===== config.mk =====
export PLATFORM = sky130hd
export DESIGN_NAME = riscv_lsu_onchip
export DESIGN_NICKNAME = d
export VERILOG_FILES = /design/src/rtl/riscv_lsu_pkg.sv /design/src/rtl/riscv_lsu_align.sv /design/src/rtl/riscv_lsu_onchip.sv
export SDC_FILE = /design/constraint.sdc
export NUM_CORES = 1
export LEC_CHECK = 0
export BUFFER_PORTS_ARGS = -buffer_cell sky130_fd_sc_hd__buf_2
export CAP_MARGIN = 10
export CORE_UTILIZATION = 43
export CTS_CLUSTER_SIZE = 40
export DETAILED_ROUTE_END_ITERATION = 6
export PLACE_DENSITY_LB_ADDON = 0.12
export SLEW_MARGIN = 15
export SYNTH_ARGS = -nofsm -noshare
export SYNTH_HDL_FRONTEND = slang
export SYNTH_HIERARCHICAL = 1
export SYNTH_SLANG_ARGS = --single-unit

===== constraint.sdc =====
create_clock -name clk -period 4.09 [get_ports clk]
set_clock_uncertainty 0.15 [all_clocks]
set_input_delay 0.409 -clock clk [delete_from_list [all_inputs] [get_ports clk]]
set_output_delay 0.409 -clock clk [all_outputs]
set_load 0.02 [all_outputs]

===== src/rtl/riscv_lsu_pkg.sv =====
// ============================================================================
//  Module      : riscv_lsu_pkg
//  Description : Shared definitions for the on-chip load/store unit: access
//                size encodings, byte-lane masks and the controller state
//                encoding. Optional feature macro: RISCV_LSU_SPLIT_EN adds
//                the two states used for misaligned (split) accesses.
//  Revision    : 1.0 - initial release
// ============================================================================
`default_nettype none

package riscv_lsu_pkg;

  // req_size encodings
  localparam logic [1:0] SIZE_BYTE = 2'b00;
  localparam logic [1:0] SIZE_HALF = 2'b01;
  localparam logic [1:0] SIZE_WORD = 2'b10;
  localparam logic [1:0] SIZE_ILL  = 2'b11;

  // Byte lanes of an access at offset 0; shifted left by the byte offset
  localparam logic [3:0] LANES_BYTE = 4'b0001;
  localparam logic [3:0] LANES_HALF = 4'b0011;
  localparam logic [3:0] LANES_WORD = 4'b1111;

`ifdef RISCV_LSU_SPLIT_EN
  typedef enum logic [2:0] {
    ST_IDLE       = 3'd0,
    ST_RD_WAIT    = 3'd1,
    ST_RESP       = 3'd2,
    ST_SPLIT2     = 3'd3,
    ST_SPLIT_WAIT = 3'd4
  } lsu_state_e;
`else
  typedef enum logic [1:0] {
    ST_IDLE    = 2'd0,
    ST_RD_WAIT = 2'd1,
    ST_RESP    = 2'd2
  } lsu_state_e;
`endif

  // Unshifted lane mask for a size; the illegal size selects no lanes
  function automatic logic [3:0] size_lanes(input logic [1:0] size);
    logic [3:0] lanes;
    case (size)
      SIZE_BYTE: lanes = LANES_BYTE;
      SIZE_HALF: lanes = LANES_HALF;
      SIZE_WORD: lanes = LANES_WORD;
      default:   lanes = 4'b0000;
    endcase
    return lanes;
  endfunction

endpackage

`default_nettype wire


===== src/rtl/riscv_lsu_align.sv =====
// ============================================================================
//  Module      : riscv_lsu_align
//  Description : Purely combinational lane alignment for the LSU.
//                Store side: byte enables and lane-positioned write data.
//                Load side : selected lanes shifted to bit 0, then sign- or
//                zero-extended. Optional feature macro: RISCV_LSU_SPLIT_EN
//                adds the second-word (upper spill) lanes and read data.
//  Ports       : size_i/off_i/unsigned_i - access shape
//                wdata_i                 - right-justified store data
//                rdata_lo_i[/rdata_hi_i] - first [and second] read word
//                be_lo_o[/be_hi_o]       - byte enables, first [second] word
//                wdata_lo_o[/wdata_hi_o] - write data, first [second] word
//                rdata_o                 - extended load result
//  Revision    : 1.0 - initial release
// ============================================================================
`default_nettype none

module riscv_lsu_align
  import riscv_lsu_pkg::*;
(
  input  logic [1:0]  size_i,
  input  logic [1:0]  off_i,
  input  logic        unsigned_i,
  input  logic [31:0] wdata_i,
  input  logic [31:0] rdata_lo_i,
`ifdef RISCV_LSU_SPLIT_EN
  input  logic [31:0] rdata_hi_i,
  output logic [3:0]  be_hi_o,
  output logic [31:0] wdata_hi_o,
`endif
  output logic [3:0]  be_lo_o,
  output logic [31:0] wdata_lo_o,
  output logic [31:0] rdata_o
);

  logic [7:0]  mask8;
  logic [4:0]  sh;
  logic [31:0] rep;
  logic [31:0] raw;
`ifdef RISCV_LSU_SPLIT_EN
  logic [5:0]  sh_inv;
`endif

  always_comb begin
    sh    = {off_i, 3'b000};
    // An 8-bit mask lets lanes run past byte 3 into the following word
    mask8 = {4'b0000, size_lanes(size_i)} << off_i;
    be_lo_o = mask8[3:0];

    case (size_i)
      SIZE_BYTE: rep = {4{wdata_i[7:0]}};
      SIZE_HALF: rep = {2{wdata_i[15:0]}};
      default:   rep = wdata_i;
    endcase
    wdata_lo_o = rep << sh;

`ifdef RISCV_LSU_SPLIT_EN
    be_hi_o = mask8[7:4];
    // Bytes pushed out of the first word land at the bottom of the second;
    // a shift of 32 (offset 0) yields zero
    sh_inv     = 6'd32 - {1'b0, sh};
    wdata_hi_o = rep >> sh_inv;
    raw        = (rdata_lo_i >> sh) | (rdata_hi_i << sh_inv);
`else
    raw        = rdata_lo_i >> sh;
`endif

    case (size_i)
      SIZE_BYTE: rdata_o = unsigned_i ? {24'h0, raw[7:0]}   : {{24{raw[7]}}, raw[7:0]};
      SIZE_HALF: rdata_o = unsigned_i ? {16'h0, raw[15:0]}  : {{16{raw[15]}}, raw[15:0]};
      default:   rdata_o = raw;
    endcase
  end

endmodule

`default_nettype wire


===== src/rtl/riscv_lsu_onchip.sv =====
// ============================================================================
//  Module      : riscv_lsu_onchip
//  Description : Load/store unit for a single-cycle-latency on-chip memory.
//                One access outstanding; valid/ready request, one-cycle
//                response pulse. Optional feature macro: RISCV_LSU_SPLIT_EN
//                (misaligned accesses split into two word accesses; without
//                it, misaligned accesses return an error).
//  Ports       : clk, reset (async, active high)
//                req_*  - request channel (valid/ready, write, size,
//                         unsigned, addr, wdata)
//                rsp_*  - response pulse, error flag, load data
//                mem_*  - memory port, read data one cycle after issue
//  Revision    : 1.0 - initial release
// ============================================================================
`default_nettype none

module riscv_lsu_onchip
  import riscv_lsu_pkg::*;
#(
  parameter int          ADDR_WIDTH = 13,
  parameter logic [31:0] BASE_ADDR  = 32'h0000_0000
) (
  input  logic                  clk,
  input  logic                  reset,
  input  logic                  req_valid,
  output logic                  req_ready,
  input  logic                  req_write,
  input  logic [1:0]            req_size,
  input  logic                  req_unsigned,
  input  logic [31:0]           req_addr,
  input  logic [31:0]           req_wdata,
  output logic                  rsp_valid,
  output logic                  rsp_error,
  output logic [31:0]           rsp_rdata,
  output logic [ADDR_WIDTH-1:0] mem_address,
  output logic [3:0]            mem_byteenable,
  output logic                  mem_chipselect,
  output logic                  mem_write,
  output logic [31:0]           mem_writedata,
  input  logic [31:0]           mem_readdata
);

  lsu_state_e            state_q, state_d;
  logic [ADDR_WIDTH-1:0] word_q, word_d;
  logic [1:0]            size_q, size_d;
  logic [1:0]            off_q, off_d;
  logic                  unsigned_q, unsigned_d;
  logic                  rsp_valid_q, rsp_valid_d;
  logic                  rsp_error_q, rsp_error_d;
  logic [31:0]           rsp_rdata_q, rsp_rdata_d;

  logic [31:0]           offs;
  logic [ADDR_WIDTH-1:0] req_word;
  logic                  in_window;
  logic                  req_err;

  logic [1:0]            al_size;
  logic [1:0]            al_off;
  logic [3:0]            al_be_lo;
  logic [31:0]           al_wdata_lo;
  logic [31:0]           al_rdata_lo;
  logic [31:0]           al_rdata;

`ifdef RISCV_LSU_SPLIT_EN
  localparam logic [ADDR_WIDTH-1:0] WORD_ONE = {{(ADDR_WIDTH-1){1'b0}}, 1'b1};
  logic                  split_q, split_d;
  logic [3:0]            be_hi_q, be_hi_d;
  logic [31:0]           wdata_hi_q, wdata_hi_d;
  logic [31:0]           lo_data_q, lo_data_d;
  logic [3:0]            al_be_hi;
  logic [31:0]           al_wdata_hi;
  logic [31:0]           al_rdata_hi;
  logic                  split_req;
`else
  logic                  misaligned;
`endif

  // BASE_ADDR is window-aligned, so the low offset bits equal req_addr's
  assign offs      = req_addr - BASE_ADDR;
  assign req_word  = offs[ADDR_WIDTH+1:2];
  assign in_window = (offs[31:ADDR_WIDTH+2] == '0);

  // Request fields drive alignment while idle; captured fields afterwards
  assign al_size = (state_q == ST_IDLE) ? req_size   : size_q;
  assign al_off  = (state_q == ST_IDLE) ? offs[1:0]  : off_q;

`ifdef RISCV_LSU_SPLIT_EN
  assign al_rdata_lo = (state_q == ST_SPLIT_WAIT) ? lo_data_q    : mem_readdata;
  assign al_rdata_hi = (state_q == ST_SPLIT_WAIT) ? mem_readdata : 32'h0;
  assign split_req   = |al_be_hi;
  // A split whose first word is the last in the window would spill past it
  assign req_err     = (req_size == SIZE_ILL) || !in_window ||
                       (split_req && (req_word == '1));
`else
  assign al_rdata_lo = mem_readdata;
  assign misaligned  = ((req_size == SIZE_HALF) && offs[0]) ||
                       ((req_size == SIZE_WORD) && (offs[1:0] != 2'b00));
  assign req_err     = (req_size == SIZE_ILL) || !in_window || misaligned;
`endif

  riscv_lsu_align u_align (
    .size_i     (al_size),
    .off_i      (al_off),
    .unsigned_i (unsigned_q),
    .wdata_i    (req_wdata),
    .rdata_lo_i (al_rdata_lo),
`ifdef RISCV_LSU_SPLIT_EN
    .rdata_hi_i (al_rdata_hi),
    .be_hi_o    (al_be_hi),
    .wdata_hi_o (al_wdata_hi),
`endif
    .be_lo_o    (al_be_lo),
    .wdata_lo_o (al_wdata_lo),
    .rdata_o    (al_rdata)
  );

  always_comb begin
    state_d        = state_q;
    word_d         = word_q;
    size_d         = size_q;
    off_d          = off_q;
    unsigned_d     = unsigned_q;
    rsp_valid_d    = 1'b0;
    rsp_error_d    = 1'b0;
    rsp_rdata_d    = rsp_rdata_q;
`ifdef RISCV_LSU_SPLIT_EN
    split_d        = split_q;
    be_hi_d        = be_hi_q;
    wdata_hi_d     = wdata_hi_q;
    lo_data_d      = lo_data_q;
`endif
    // Gating with reset keeps the memory port quiet while reset is held
    req_ready      = (state_q == ST_IDLE) && !reset;
    mem_chipselect = 1'b0;
    mem_address    = word_q;
    mem_byteenable = al_be_lo;
    mem_write      = 1'b0;
    mem_writedata  = al_wdata_lo;

    case (state_q)
      ST_IDLE: begin
        if (req_valid && !reset) begin
          word_d     = req_word;
          size_d     = req_size;
          off_d      = offs[1:0];
          unsigned_d = req_unsigned;
`ifdef RISCV_LSU_SPLIT_EN
          split_d    = split_req;
          be_hi_d    = al_be_hi;
          wdata_hi_d = al_wdata_hi;
`endif
          if (req_err) begin
            state_d     = ST_RESP;
            rsp_valid_d = 1'b1;
            rsp_error_d = 1'b1;
            rsp_rdata_d = 32'h0;
          end else begin
            mem_chipselect = 1'b1;
            mem_address    = req_word;
            mem_write      = req_write;
            if (req_write) begin
`ifdef RISCV_LSU_SPLIT_EN
              state_d     = split_req ? ST_SPLIT2 : ST_RESP;
              rsp_valid_d = !split_req;
`else
              state_d     = ST_RESP;
              rsp_valid_d = 1'b1;
`endif
            end else begin
              state_d = ST_RD_WAIT;
            end
          end
        end
      end
      ST_RD_WAIT: begin
`ifdef RISCV_LSU_SPLIT_EN
        if (split_q) begin
          // Hold the first word while the second one is fetched
          lo_data_d      = mem_readdata;
          mem_chipselect = 1'b1;
          mem_address    = word_q + WORD_ONE;
          mem_byteenable = be_hi_q;
          state_d        = ST_SPLIT_WAIT;
        end else
`endif
        begin
          state_d     = ST_RESP;
          rsp_valid_d = 1'b1;
          rsp_rdata_d = al_rdata;
        end
      end
`ifdef RISCV_LSU_SPLIT_EN
      ST_SPLIT2: begin
        mem_chipselect = 1'b1;
        mem_address    = word_q + WORD_ONE;
        mem_byteenable = be_hi_q;
        mem_write      = 1'b1;
        mem_writedata  = wdata_hi_q;
        state_d        = ST_RESP;
        rsp_valid_d    = 1'b1;
      end
      ST_SPLIT_WAIT: begin
        state_d     = ST_RESP;
        rsp_valid_d = 1'b1;
        rsp_rdata_d = al_rdata;
      end
`endif
      ST_RESP: state_d = ST_IDLE;
      default: state_d = ST_IDLE;
    endcase
  end

  always_ff @(posedge clk or posedge reset) begin
    if (reset) begin
      state_q     <= ST_IDLE;
      word_q      <= '0;
      size_q      <= SIZE_BYTE;
      off_q       <= 2'b00;
      unsigned_q  <= 1'b0;
      rsp_valid_q <= 1'b0;
      rsp_error_q <= 1'b0;
      rsp_rdata_q <= 32'h0;
`ifdef RISCV_LSU_SPLIT_EN
      split_q     <= 1'b0;
      be_hi_q     <= 4'b0000;
      wdata_hi_q  <= 32'h0;
      lo_data_q   <= 32'h0;
`endif
    end else begin
      state_q     <= state_d;
      word_q      <= word_d;
      size_q      <= size_d;
      off_q       <= off_d;
      unsigned_q  <= unsigned_d;
      rsp_valid_q <= rsp_valid_d;
      rsp_error_q <= rsp_error_d;
      rsp_rdata_q <= rsp_rdata_d;
`ifdef RISCV_LSU_SPLIT_EN
      split_q     <= split_d;
      be_hi_q     <= be_hi_d;
      wdata_hi_q  <= wdata_hi_d;
      lo_data_q   <= lo_data_d;
`endif
    end
  end

  assign rsp_valid = rsp_valid_q;
  assign rsp_error = rsp_error_q;
  assign rsp_rdata = rsp_rdata_q;

endmodule

`default_nettype wire


==> results.cfg <==
[outcome]
status = finished clean

[clock_network]
htree_levels = 2
cts_root_buf = clkbuf_8
cts.hold.buffers_added = 0
cts-buffers-inserted = 5
clock-sinks = 54
cts_resized = 0
clock_path_buffers = 2
clkTransAtPathRegs_ps = 90
postCtsSetupBuffers = 0
cts_tree = done
worstSkewPairLatency_ps = 310

[drt]
viasPerCell = 5.613
ant_nets = 0
finalWirelength_um = 12490
drt_first_iter_violations = 237
vias = 4350
drc = 0
wl_per_cell_um = 16.12
first_pass_iters = 5

[sta]
worst_pin_slew_ps = 932.5
finalCriticalPeriod_ps = 3750
setup-tns-final_ps = 0
rsz0062_at_grt = false
worst_slack_ps = 339.8
slew_violations = 0
slew_headroom = 0.3784
fin_hold_ws_ps = 131.9
fin_crit_sh = 0.9169
finalHoldViolCount = 0
finalSetupViolations = 0
fmax_mhz = 266.6

[power_and_ir_drop]
pwr-share-seq = 0.357
p_sw_uw = 608.7
p_leak_nw = 2.579
pwr-share-comb = 0.414
power_density_nw_per_um2 = 309.9
p_int_mw = 1.028
clkPwrFrac = 0.228
vdd_drop_max_v = 0.0001454
p_sw_frac = 0.3719

[synth]
synth_area_leader_cell = dfrtp_1
ys_types = 49
synth_seq_cells = 54
yosysTopAreaCellShare = 0.3172
synth-edff-count = 0
synthFlopType = dfrtp_1
yosysSeqAreaShare = 0.3172
ys_top_cells_by_area = dfrtp_1 32%, mux2_2 7.4%, nand2_1 7.2%, a21oi_1 5.4%, mux2i_1 4.7%
syn_inst = 486
syn-num-nets = 593
syn-cell-area_um2 = 4260
yosys_warnings = 6
syn_avg_cell_area_um2 = 8.766
async_flop_share = 1.000

[floorplan]
die_y_um = 101.5
placementRows = 35
start_util = 0.4525
ios = 189
core_area_um2 = 9415
fp.dieW_um = 101.5
design.die.area_um2 = 10310

[finish]
area_delta_synth_final_pct = 23.96
nets = 752
num-fill-cells = 935
drive_gt1_frac = 0.4102
layout_common_cells = 188 x buf_2, 82 x nand2_1, 54 x dfrtp_1
num_antenna_cells = 0
final_common_cell = buf_2

[setup_path]
path_class = register to primary output
required_ps = 3530
start_kind = register
cp_slowest_cell = ha_1
critPathCaptureType = primary output
worstSetupStartpoint = state_q[1]
crit_fanout = 16
worst_ep_arrival_time_ps = 3190
cpPeakStageDelay_ps = 540
crit_chain = nor2_2 > mux2_2 > inv_1 > ha_1 > buf_4 > or2_2 > a32oi_1 > a221oi_1 > buf_2
r2r-start = state_q[1]

[grt]
grt.total_usage = 0.2418
grt_max_degree = 55
grt_pass1_wl_um = 19720
overflow = 0
antenna_found_initial = 1
first_global_vias = 4115

[hold_path]
hold_start = req_write
hold_path.class = input port to register

[placement]
dp_hpwl_um = 9428
globalplace.congestion = 0.8883
numPortBuffers = 188
place_worst_setup_slack_ps = 710.6

[run]
drv_cap = 0
-- routing by layer --
metal  global-route usage  vias to the layer above  part of all wire
met4              0.07023                        0             0.013
met5                    0                        -                 0
met1               0.3182                     2086              0.44
met2               0.4070                      159              0.49
li1                     -                     2093                 -
met3              0.04141                       12             0.062
-- flip-flops by register name, summed over array words and instances (netlist names) --
| signal | cells |
|---|---|
| rsp_rdata | 32 |
| word_q | 13 |
| off_q | 2 |
| size_q | 2 |
| state_q | 2 |
| rsp_error | 1 |
| rsp_valid | 1 |
| unsigned_q | 1 |
-- path summary, 6_finish.rpt --
check | slack, ps | cells past startpoint | endpoint
max in group asynchronous | 3190 | 3 | rsp_rdata[15]
worst min-delay path | 130 | 2 | state_q[0]
worst max register to register | 740 | 10 | rsp_rdata[21]
worst min register to register | 360 | 1 | off_q[1]
worst max-delay path | 340 | 9 | mem_writedata[30]
min in group asynchronous | 150 | 3 | rsp_rdata[7]
-- final cells by class --
class                      instances  area [um^2]  share of cell area
timing repair buffer             200         1031              0.1952
multi-input combinational        373         2584              0.4892
inverter                          11        41.29            0.007818
tap                              129        161.4             0.03056
clock inverter                     3        43.79            0.008292
clock buffer                       5        68.82             0.01303
sequential                        54         1351              0.2559
-- power by group through the flow --
stage	sequential [mW]	clock (mW)	combinational, mW
after floorplan	0.591	0	0.487
after global placement	0.593	0	0.665
after detailed placement	0.596	0	0.674
after CTS	0.586	0.384	0.676
after global routing	0.590	0.401	0.733
final	0.585	0.374	0.678
-- cells by family (layout without fill, tap and decap cells) --
kind of cell / after synthesis / after routing / share of synthesized area
AOI/OAI and AO/OA: 156 / 156 / 0.2573
adders and majority gates: 4 / 4 / 0.01175
buffers and inverters: 59 / 219 / 0.07753
DFF: 54 / 54 / 0.3172
muxes: 57 / 57 / 0.1527
and+or+nand+nor: 156 / 156 / 0.1836
-- stage by stage --
| stage | total power, mW | std cells | utilization | instance area, um^2 |
|---|---|---|---|---|
| final | 1.637 | 775 | 0.5609 | 5281 |
| after global routing | 1.724 | 775 | 0.5609 | 5281 |
| after CTS | 1.646 | 775 | 0.5607 | 5279 |
| after detailed placement | 1.270 | 767 | 0.5487 | 5166 |
| after global placement | 1.259 | 767 | 0.5487 | 5166 |
| after floorplan | 1.078 | 486 | - | 4260 |
-- cell usage after synthesis (7+ instances only) --
cell type	instances
o21ai_0	18
a221oi_1	16
nor2_1	16
a21oi_1	46
o31a_1	8
o21a_1	9
a211oi_1	20
and2_1	8
a2bb2oi_1	7
buf_2	21
inv_1	10
nand2_1	82
buf_4	10
dfrtp_1	54
clkbuf_1	11
nand3_1	14
nor2b_1	9
mux2_2	28
mux2_4	9
mux2i_1	20
-- critical path, delay by kind of cell (launching register included) --
kind	cells	cell delay (ps)
buffers and inverters	3	630
adders and majority gates	1	540
DFF	1	470
and+or+nand+nor	2	430
muxes	1	410
AOI/OAI and AO/OA	2	390
(Power assumes the default switching activity.)
